`config.mk`:
```
export PLATFORM = sky130hd
export DESIGN_NAME = tw_cmd_sequencer
export DESIGN_NICKNAME = d
export VERILOG_FILES = /design/src/rtl/tw_cmd_sequencer.sv
export SDC_FILE = /design/constraint.sdc
export NUM_CORES = 1
export LEC_CHECK = 0
export ABC_AREA = 1
export ABC_CLOCK_PERIOD_IN_PS = 7200
export CAP_MARGIN = 10
export CORE_ASPECT_RATIO = 1.25
export CORE_MARGIN = 1
export CORE_UTILIZATION = 40
export DETAILED_ROUTE_END_ITERATION = 10
export GPL_ROUTABILITY_DRIVEN = 0
export PLACE_DENSITY = 0.6
export SYNTH_ARGS = -nofsm -noshare
export SYNTH_HDL_FRONTEND = slang
export SYNTH_SLANG_ARGS = --single-unit
```
`constraint.sdc`:
```
create_clock -name in_clk -period 7.2 [get_ports in_clk]
set_clock_uncertainty 0.05 [all_clocks]
set_input_delay 1.44 -clock in_clk [delete_from_list [all_inputs] [get_ports in_clk]]
set_output_delay 1.44 -clock in_clk [all_outputs]
set_load 0.02 [all_outputs]
```
`src/rtl/tw_cmd_sequencer.sv`:
```
// Command front-end for the threewire master: queues register read/write
// requests, issues them one at a time and returns read data on a response port.
module tw_cmd_sequencer #(
   parameter int ADDR_BITS      = 9,
   parameter int DATA_BITS      = 16,
   parameter int DEPTH          = 4,
   parameter int PTR_BITS       = 2,
   parameter int TIMEOUT_CYCLES = 255
) (
   input  logic                 in_clk,
   input  logic                 in_rst_n,
   input  logic                 in_cmd_valid,
   output logic                 out_cmd_ready,
   input  logic                 in_cmd_wr,
   input  logic [ADDR_BITS-1:0] in_cmd_addr,
   input  logic [DATA_BITS-1:0] in_cmd_data,
   output logic                 out_rsp_valid,
   input  logic                 in_rsp_ready,
   output logic [ADDR_BITS-1:0] out_rsp_addr,
   output logic [DATA_BITS-1:0] out_rsp_data,
   output logic                 out_rsp_err,
   output logic                 out_tw_start,
   output logic                 out_tw_mode_wr,
   output logic [ADDR_BITS-1:0] out_tw_addr,
   output logic [DATA_BITS-1:0] out_tw_wr_data,
   input  logic                 in_tw_active,
   input  logic [DATA_BITS-1:0] in_tw_rd_data,
   output logic                 out_busy,
   output logic [PTR_BITS:0]    out_fifo_level,
   output logic                 out_timeout_err,
   input  logic                 in_err_clr
);

   localparam int CNT_BITS   = $clog2(TIMEOUT_CYCLES + 1);
   localparam int ENTRY_BITS = 1 + ADDR_BITS + DATA_BITS;

   localparam logic [PTR_BITS:0]    LVL_FULL = DEPTH[PTR_BITS:0];
   localparam logic [PTR_BITS:0]    LVL_ZERO = {(PTR_BITS+1){1'b0}};
   localparam logic [PTR_BITS:0]    LVL_ONE  = (PTR_BITS+1)'(1'b1);
   localparam logic [PTR_BITS-1:0]  PTR_ONE  = PTR_BITS'(1'b1);
   localparam logic [CNT_BITS-1:0]  CNT_ZERO = {CNT_BITS{1'b0}};
   localparam logic [CNT_BITS-1:0]  CNT_ONE  = CNT_BITS'(1'b1);
   localparam logic [CNT_BITS-1:0]  CNT_LAST = CNT_BITS'(TIMEOUT_CYCLES - 1);

   typedef enum logic [1:0] {
      ST_IDLE      = 2'd0,
      ST_START     = 2'd1,
      ST_WAIT_DONE = 2'd2,
      ST_RSP       = 2'd3
   } state_t;

   state_t                 state_q, state_d;
   logic [ENTRY_BITS-1:0]  mem_q [DEPTH];
   logic [ENTRY_BITS-1:0]  mem_d [DEPTH];
   logic [PTR_BITS-1:0]    wr_ptr_q, wr_ptr_d;
   logic [PTR_BITS-1:0]    rd_ptr_q, rd_ptr_d;
   logic [PTR_BITS:0]      level_q, level_d;
   logic                   cmd_ready_q, cmd_ready_d;
   logic                   busy_q, busy_d;
   logic [CNT_BITS-1:0]    cnt_q, cnt_d;
   logic                   tw_start_q, tw_start_d;
   logic                   tw_mode_wr_q, tw_mode_wr_d;
   logic [ADDR_BITS-1:0]   tw_addr_q, tw_addr_d;
   logic [DATA_BITS-1:0]   tw_wr_data_q, tw_wr_data_d;
   logic                   rsp_valid_q, rsp_valid_d;
   logic [ADDR_BITS-1:0]   rsp_addr_q, rsp_addr_d;
   logic [DATA_BITS-1:0]   rsp_data_q, rsp_data_d;
   logic                   rsp_err_q, rsp_err_d;
   logic                   timeout_err_q, timeout_err_d;

   logic                   push_s;
   logic                   pop_s;
   logic                   timeout_s;
   logic                   head_wr_s;
   logic [ADDR_BITS-1:0]   head_addr_s;
   logic [DATA_BITS-1:0]   head_data_s;

   // Next-state logic for the FIFO, the sequencing FSM and all registered outputs.
   always_comb begin
      state_d       = state_q;
      mem_d         = mem_q;
      wr_ptr_d      = wr_ptr_q;
      rd_ptr_d      = rd_ptr_q;
      level_d       = level_q;
      cnt_d         = cnt_q;
      tw_start_d    = tw_start_q;
      tw_mode_wr_d  = tw_mode_wr_q;
      tw_addr_d     = tw_addr_q;
      tw_wr_data_d  = tw_wr_data_q;
      rsp_valid_d   = rsp_valid_q;
      rsp_addr_d    = rsp_addr_q;
      rsp_data_d    = rsp_data_q;
      rsp_err_d     = rsp_err_q;
      timeout_s     = 1'b0;

      push_s = in_cmd_valid & cmd_ready_q;
      pop_s  = (state_q == ST_IDLE) && (level_q != LVL_ZERO);
      {head_wr_s, head_addr_s, head_data_s} = mem_q[rd_ptr_q];

      if (push_s) begin
         mem_d[wr_ptr_q] = {in_cmd_wr, in_cmd_addr, in_cmd_data};
         wr_ptr_d        = wr_ptr_q + PTR_ONE;
      end else begin
         wr_ptr_d        = wr_ptr_q;
      end

      if (pop_s) begin
         rd_ptr_d = rd_ptr_q + PTR_ONE;
      end else begin
         rd_ptr_d = rd_ptr_q;
      end

      case ({push_s, pop_s})
         2'b10:   level_d = level_q + LVL_ONE;
         2'b01:   level_d = level_q - LVL_ONE;
         default: level_d = level_q;
      endcase

      case (state_q)
         ST_IDLE: begin
            if (pop_s) begin
               tw_mode_wr_d = head_wr_s;
               tw_addr_d    = head_addr_s;
               tw_wr_data_d = head_data_s;
               tw_start_d   = 1'b1;
               cnt_d        = CNT_ZERO;
               state_d      = ST_START;
            end else begin
               state_d      = ST_IDLE;
            end
         end
         ST_START: begin
            // An in-progress master always beats a coincident timeout.
            if (in_tw_active) begin
               tw_start_d = 1'b0;
               cnt_d      = CNT_ZERO;
               state_d    = ST_WAIT_DONE;
            end else if (cnt_q == CNT_LAST) begin
               tw_start_d = 1'b0;
               cnt_d      = CNT_ZERO;
               timeout_s  = 1'b1;
               if (!tw_mode_wr_q) begin
                  rsp_valid_d = 1'b1;
                  rsp_addr_d  = tw_addr_q;
                  rsp_data_d  = {DATA_BITS{1'b1}};
                  rsp_err_d   = 1'b1;
                  state_d     = ST_RSP;
               end else begin
                  state_d     = ST_IDLE;
               end
            end else begin
               cnt_d = cnt_q + CNT_ONE;
            end
         end
         ST_WAIT_DONE: begin
            if (!in_tw_active) begin
               if (!tw_mode_wr_q) begin
                  rsp_valid_d = 1'b1;
                  rsp_addr_d  = tw_addr_q;
                  rsp_data_d  = in_tw_rd_data;
                  rsp_err_d   = 1'b0;
                  state_d     = ST_RSP;
               end else begin
                  state_d     = ST_IDLE;
               end
            end else begin
               state_d = ST_WAIT_DONE;
            end
         end
         ST_RSP: begin
            if (in_rsp_ready) begin
               rsp_valid_d = 1'b0;
               state_d     = ST_IDLE;
            end else begin
               state_d     = ST_RSP;
            end
         end
         default: begin
            tw_start_d = 1'b0;
            state_d    = ST_IDLE;
         end
      endcase

      if (timeout_s) begin
         timeout_err_d = 1'b1;
      end else if (in_err_clr) begin
         timeout_err_d = 1'b0;
      end else begin
         timeout_err_d = timeout_err_q;
      end

      cmd_ready_d = (level_d != LVL_FULL);
      busy_d      = (state_d != ST_IDLE) || (level_d != LVL_ZERO);
   end

   // State and output registers; reset abandons any command in flight.
   always_ff @(posedge in_clk or negedge in_rst_n) begin
      if (!in_rst_n) begin
         state_q       <= ST_IDLE;
         for (int i = 0; i < DEPTH; i++) begin
            mem_q[i] <= {ENTRY_BITS{1'b0}};
         end
         wr_ptr_q      <= {PTR_BITS{1'b0}};
         rd_ptr_q      <= {PTR_BITS{1'b0}};
         level_q       <= LVL_ZERO;
         cmd_ready_q   <= 1'b1;
         busy_q        <= 1'b0;
         cnt_q         <= CNT_ZERO;
         tw_start_q    <= 1'b0;
         tw_mode_wr_q  <= 1'b0;
         tw_addr_q     <= {ADDR_BITS{1'b0}};
         tw_wr_data_q  <= {DATA_BITS{1'b0}};
         rsp_valid_q   <= 1'b0;
         rsp_addr_q    <= {ADDR_BITS{1'b0}};
         rsp_data_q    <= {DATA_BITS{1'b0}};
         rsp_err_q     <= 1'b0;
         timeout_err_q <= 1'b0;
      end else begin
         state_q       <= state_d;
         mem_q         <= mem_d;
         wr_ptr_q      <= wr_ptr_d;
         rd_ptr_q      <= rd_ptr_d;
         level_q       <= level_d;
         cmd_ready_q   <= cmd_ready_d;
         busy_q        <= busy_d;
         cnt_q         <= cnt_d;
         tw_start_q    <= tw_start_d;
         tw_mode_wr_q  <= tw_mode_wr_d;
         tw_addr_q     <= tw_addr_d;
         tw_wr_data_q  <= tw_wr_data_d;
         rsp_valid_q   <= rsp_valid_d;
         rsp_addr_q    <= rsp_addr_d;
         rsp_data_q    <= rsp_data_d;
         rsp_err_q     <= rsp_err_d;
         timeout_err_q <= timeout_err_d;
      end
   end

   assign out_cmd_ready   = cmd_ready_q;
   assign out_busy        = busy_q;
   assign out_fifo_level  = level_q;
   assign out_tw_start    = tw_start_q;
   assign out_tw_mode_wr  = tw_mode_wr_q;
   assign out_tw_addr     = tw_addr_q;
   assign out_tw_wr_data  = tw_wr_data_q;
   assign out_rsp_valid   = rsp_valid_q;
   assign out_rsp_addr    = rsp_addr_q;
   assign out_rsp_data    = rsp_data_q;
   assign out_rsp_err     = rsp_err_q;
   assign out_timeout_err = timeout_err_q;

endmodule

```
==> results.tsv <==
stage	metric	value	unit
run_status	run_status	completed	
finish	layout_common_cells	nand2_1 (179), dfrtp_1 (176), nor2_1 (133)	
min_path	whs_endpoint	mem_q[10]	
clock_tree	ctsHoldBuffers	0	
min_path	hold_start	mem_q[10]	
clock_tree	cts_sinks	178	
clock_tree	cts_setup_buffers	0	
synthesis	syn_area	7685	um^2
sta	drv_slew	0	
pwr	internal-power	2.832	mW
pwr	seqPwrFrac	0.367	
detailed_routing	drt-initial-drc-count	399	
worst_setup_path	r2r_start	state_q[0]	
finish	design_area	9543	um^2
pwr	p_sw	1.789	mW
detailed_routing	viasPerCell	4.983	
global_route	grt_pass1_vias	5798	
clock_tree	postCtsResizedCells	0	
placement	dp_hpwl	10170	um
worst_setup_path	r2r-end	out_busy	
finish	fin_nets	1022	
sta	rsz0062_at_grt	no	
global_route	antenna_found_initial	0	
sta	period_share	0.4205	
sta	layout_min_cycle_time	3027	ps
worst_setup_path	path_buf_inv	1	
detailed_routing	ant_nets	0	
die	start_util	0.4092	
clock_tree	tritoncts	built	
pwr	power.total	4.621	mW
pwr	clockPowerShare	0.215	
pwr	combPwrFrac	0.418	
worst_setup_path	startpoint_type	flop	
worst_setup_path	setup.worst_path.class	reg2out	
die	fp.dieW	126.0	um
detailed_routing	vias	6009	
die	die_area	19770	um^2
clock_tree	clkSlewWorstSetupHoldPaths	70	ps
finish	multi_input_area	2805	um^2
global_route	grt_max_degree	106	
synthesis	synth_top_cell_by_area	dfrtp_1	
finish	drive_above_1_share	0.06571	
pwr	p_per_area	484.2	nW/um^2
finish	area_growth	24.18	%
worst_setup_path	crit_family	buffers and inverters	
worst_setup_path	slowest_delay	590	ps
min_path	hp-class	reg2reg	
synthesis	synth_top_area_frac	0.5764	
sta	max_slew_margin	0.3454	
worst_setup_path	worstRegToRegCells	12	
placement	place_area	8902	um^2
worst_setup_path	crit_required	5710	ps
finish	fillers	1835	
die	io_pins	108	
detailed_routing	routed_wl	17160	um
worst_setup_path	worst-path-max-fanout	2	
detailed_routing	routedWlPerCell	14.23	um
worst_setup_path	crit_path_start	out_cmd_ready	
sta	final_hold_viol_count	0	
worst_setup_path	path_cells	clkdlybuf4s50_1	
sta	fmax	0.3303	GHz
detailed_routing	route.detailed.drc	0	
min_path	whs_path_depth	2	
sta	finalSetupViolations	0	
run	maxCapViolCount	0	
synthesis	ys_ff_latch	178	
synthesis	synth_cell_types	32	
global_route	globalRouteOverflowTotal	0	
worst_setup_path	ff2ff_setup_slack	4860	ps
die	rows	56	
synthesis	yosysSeqAreaShare	0.5798	
clock_tree	worst_skew_pair.late_latency	420	ps
clock_tree	htreeDepth	4	
finish	seqCellArea	4457	um^2
global_route	grt_pass1_wl	29270	um
detailed_routing	drtPass1Iterations	5	
synthesis	ys_warn_count	0	
worst_setup_path	slowest_stage	clkdlybuf4s50_1	
worst_setup_path	timing.critical_path.to_type	output pin	
clock_tree	cts_root_buffer	clkbuf_16	
global_route	grt_use_total	0.1867	
sta	worstMarginPinSlew	978.4	ps
pwr	peakVddDrop	0.2004	mV
synthesis	syn_nets	938	
pwr	p_leak	4.441	nW
finish	diodes	0	
clock_tree	clockBufferDepth	2	
die	fp.dieH	157.0	um
finish	final_util	0.5082	
die	core_area	18780	um^2
synthesis	avgSynthCellArea	8.763	um^2
synthesis	synth_area_leaders	dfrtp_1 (58%), nand2_1 (8.9%), o21ai_0 (8.2%)	
pwr	p_sw_frac	0.3871	
synthesis	synth_cells	877	
placement	port-buffer-count	107	
finish	final_common_cell	nand2_1	
clock_tree	cts_made_buffers	17	
worst_setup_path	arrival	1540	ps
sta	tns	0	ps
## sequential cells by signal, indices dropped and copies added, names as in the netlist, 3 cells and up
register,cells
out_rsp_data,16
out_tw_addr,9
out_tw_wr_data,16
out_fifo_level,3
mem_q,104
cnt_q,8
out_rsp_addr,9
## cells by family after synthesis
kind of cell | synth area share
simple gates | 0.1701
fa+ha+maj | 0.02214
xor+xnor | 0.005698
flops | 0.5798
compound gates | 0.1657
buf+inv | 0.05649
## how the worst max path moves through the flow
stage                          to  cells past startpoint
floorplan                out_busy                      9
CTS                 out_cmd_ready                      1
global route        out_cmd_ready                      1
global placement         out_busy                     10
detailed placement       out_busy                     10
finish              out_cmd_ready                      1
## synthesized netlist by cell type (all sizes together)
cell type  count
a21oi          3
inv           66
dfrtp        177
nor3           1
nand3          6
clkbuf        40
o22ai         12
o31ai          1
a31oi         17
xnor2          1
ha            12
xor2           4
fa             1
o21ai        202
o21bai         1
nand4          2
nand3b         1
nor2         136
buf            6
nand2        187
dfstp          1
## cell type report
type | instances | area share
inverter | 66 | 0.02596
sequential | 178 | 0.4670
clock buffer | 23 | 0.05113
tap | 232 | 0.03042
clock inverter | 9 | 0.01600
multi-input combinational | 587 | 0.2940
timing repair buffer | 111 | 0.1155
## power by group through the flow
stage          combinational [mW]  clock [mW]  sequential (mW)
2_1_floorplan                1.11           0             1.86
3_3_place_gp                 1.92           0             1.70
3_5_place_dp                 1.95           0             1.71
4_1_cts                      1.96        1.02             1.70
5_1_grt                      2.19        1.06             1.76
6_report                     1.93       0.993             1.70
## per-layer routing
layer,GRT usage,wire [um],up-vias
met3,0.03977,750,13
met4,0.05106,146,0
li1,-,-,3009
met1,0.2496,8095,2851
met5,0,0,-
met2,0.3076,8168,136
## per-stage QoR
stage          setup slack, ps  std cells  hold WS, ps
6_report                  4173       1206        428.6
5_1_grt                   4121       1206        446.0
4_1_cts                   4151       1206        433.2
3_5_place_dp              3826       1174        417.4
3_3_place_gp              3862       1174        410.1
2_1_floorplan             4377        877        397.8
Note: power is estimated with default switching activity, not from simulation.
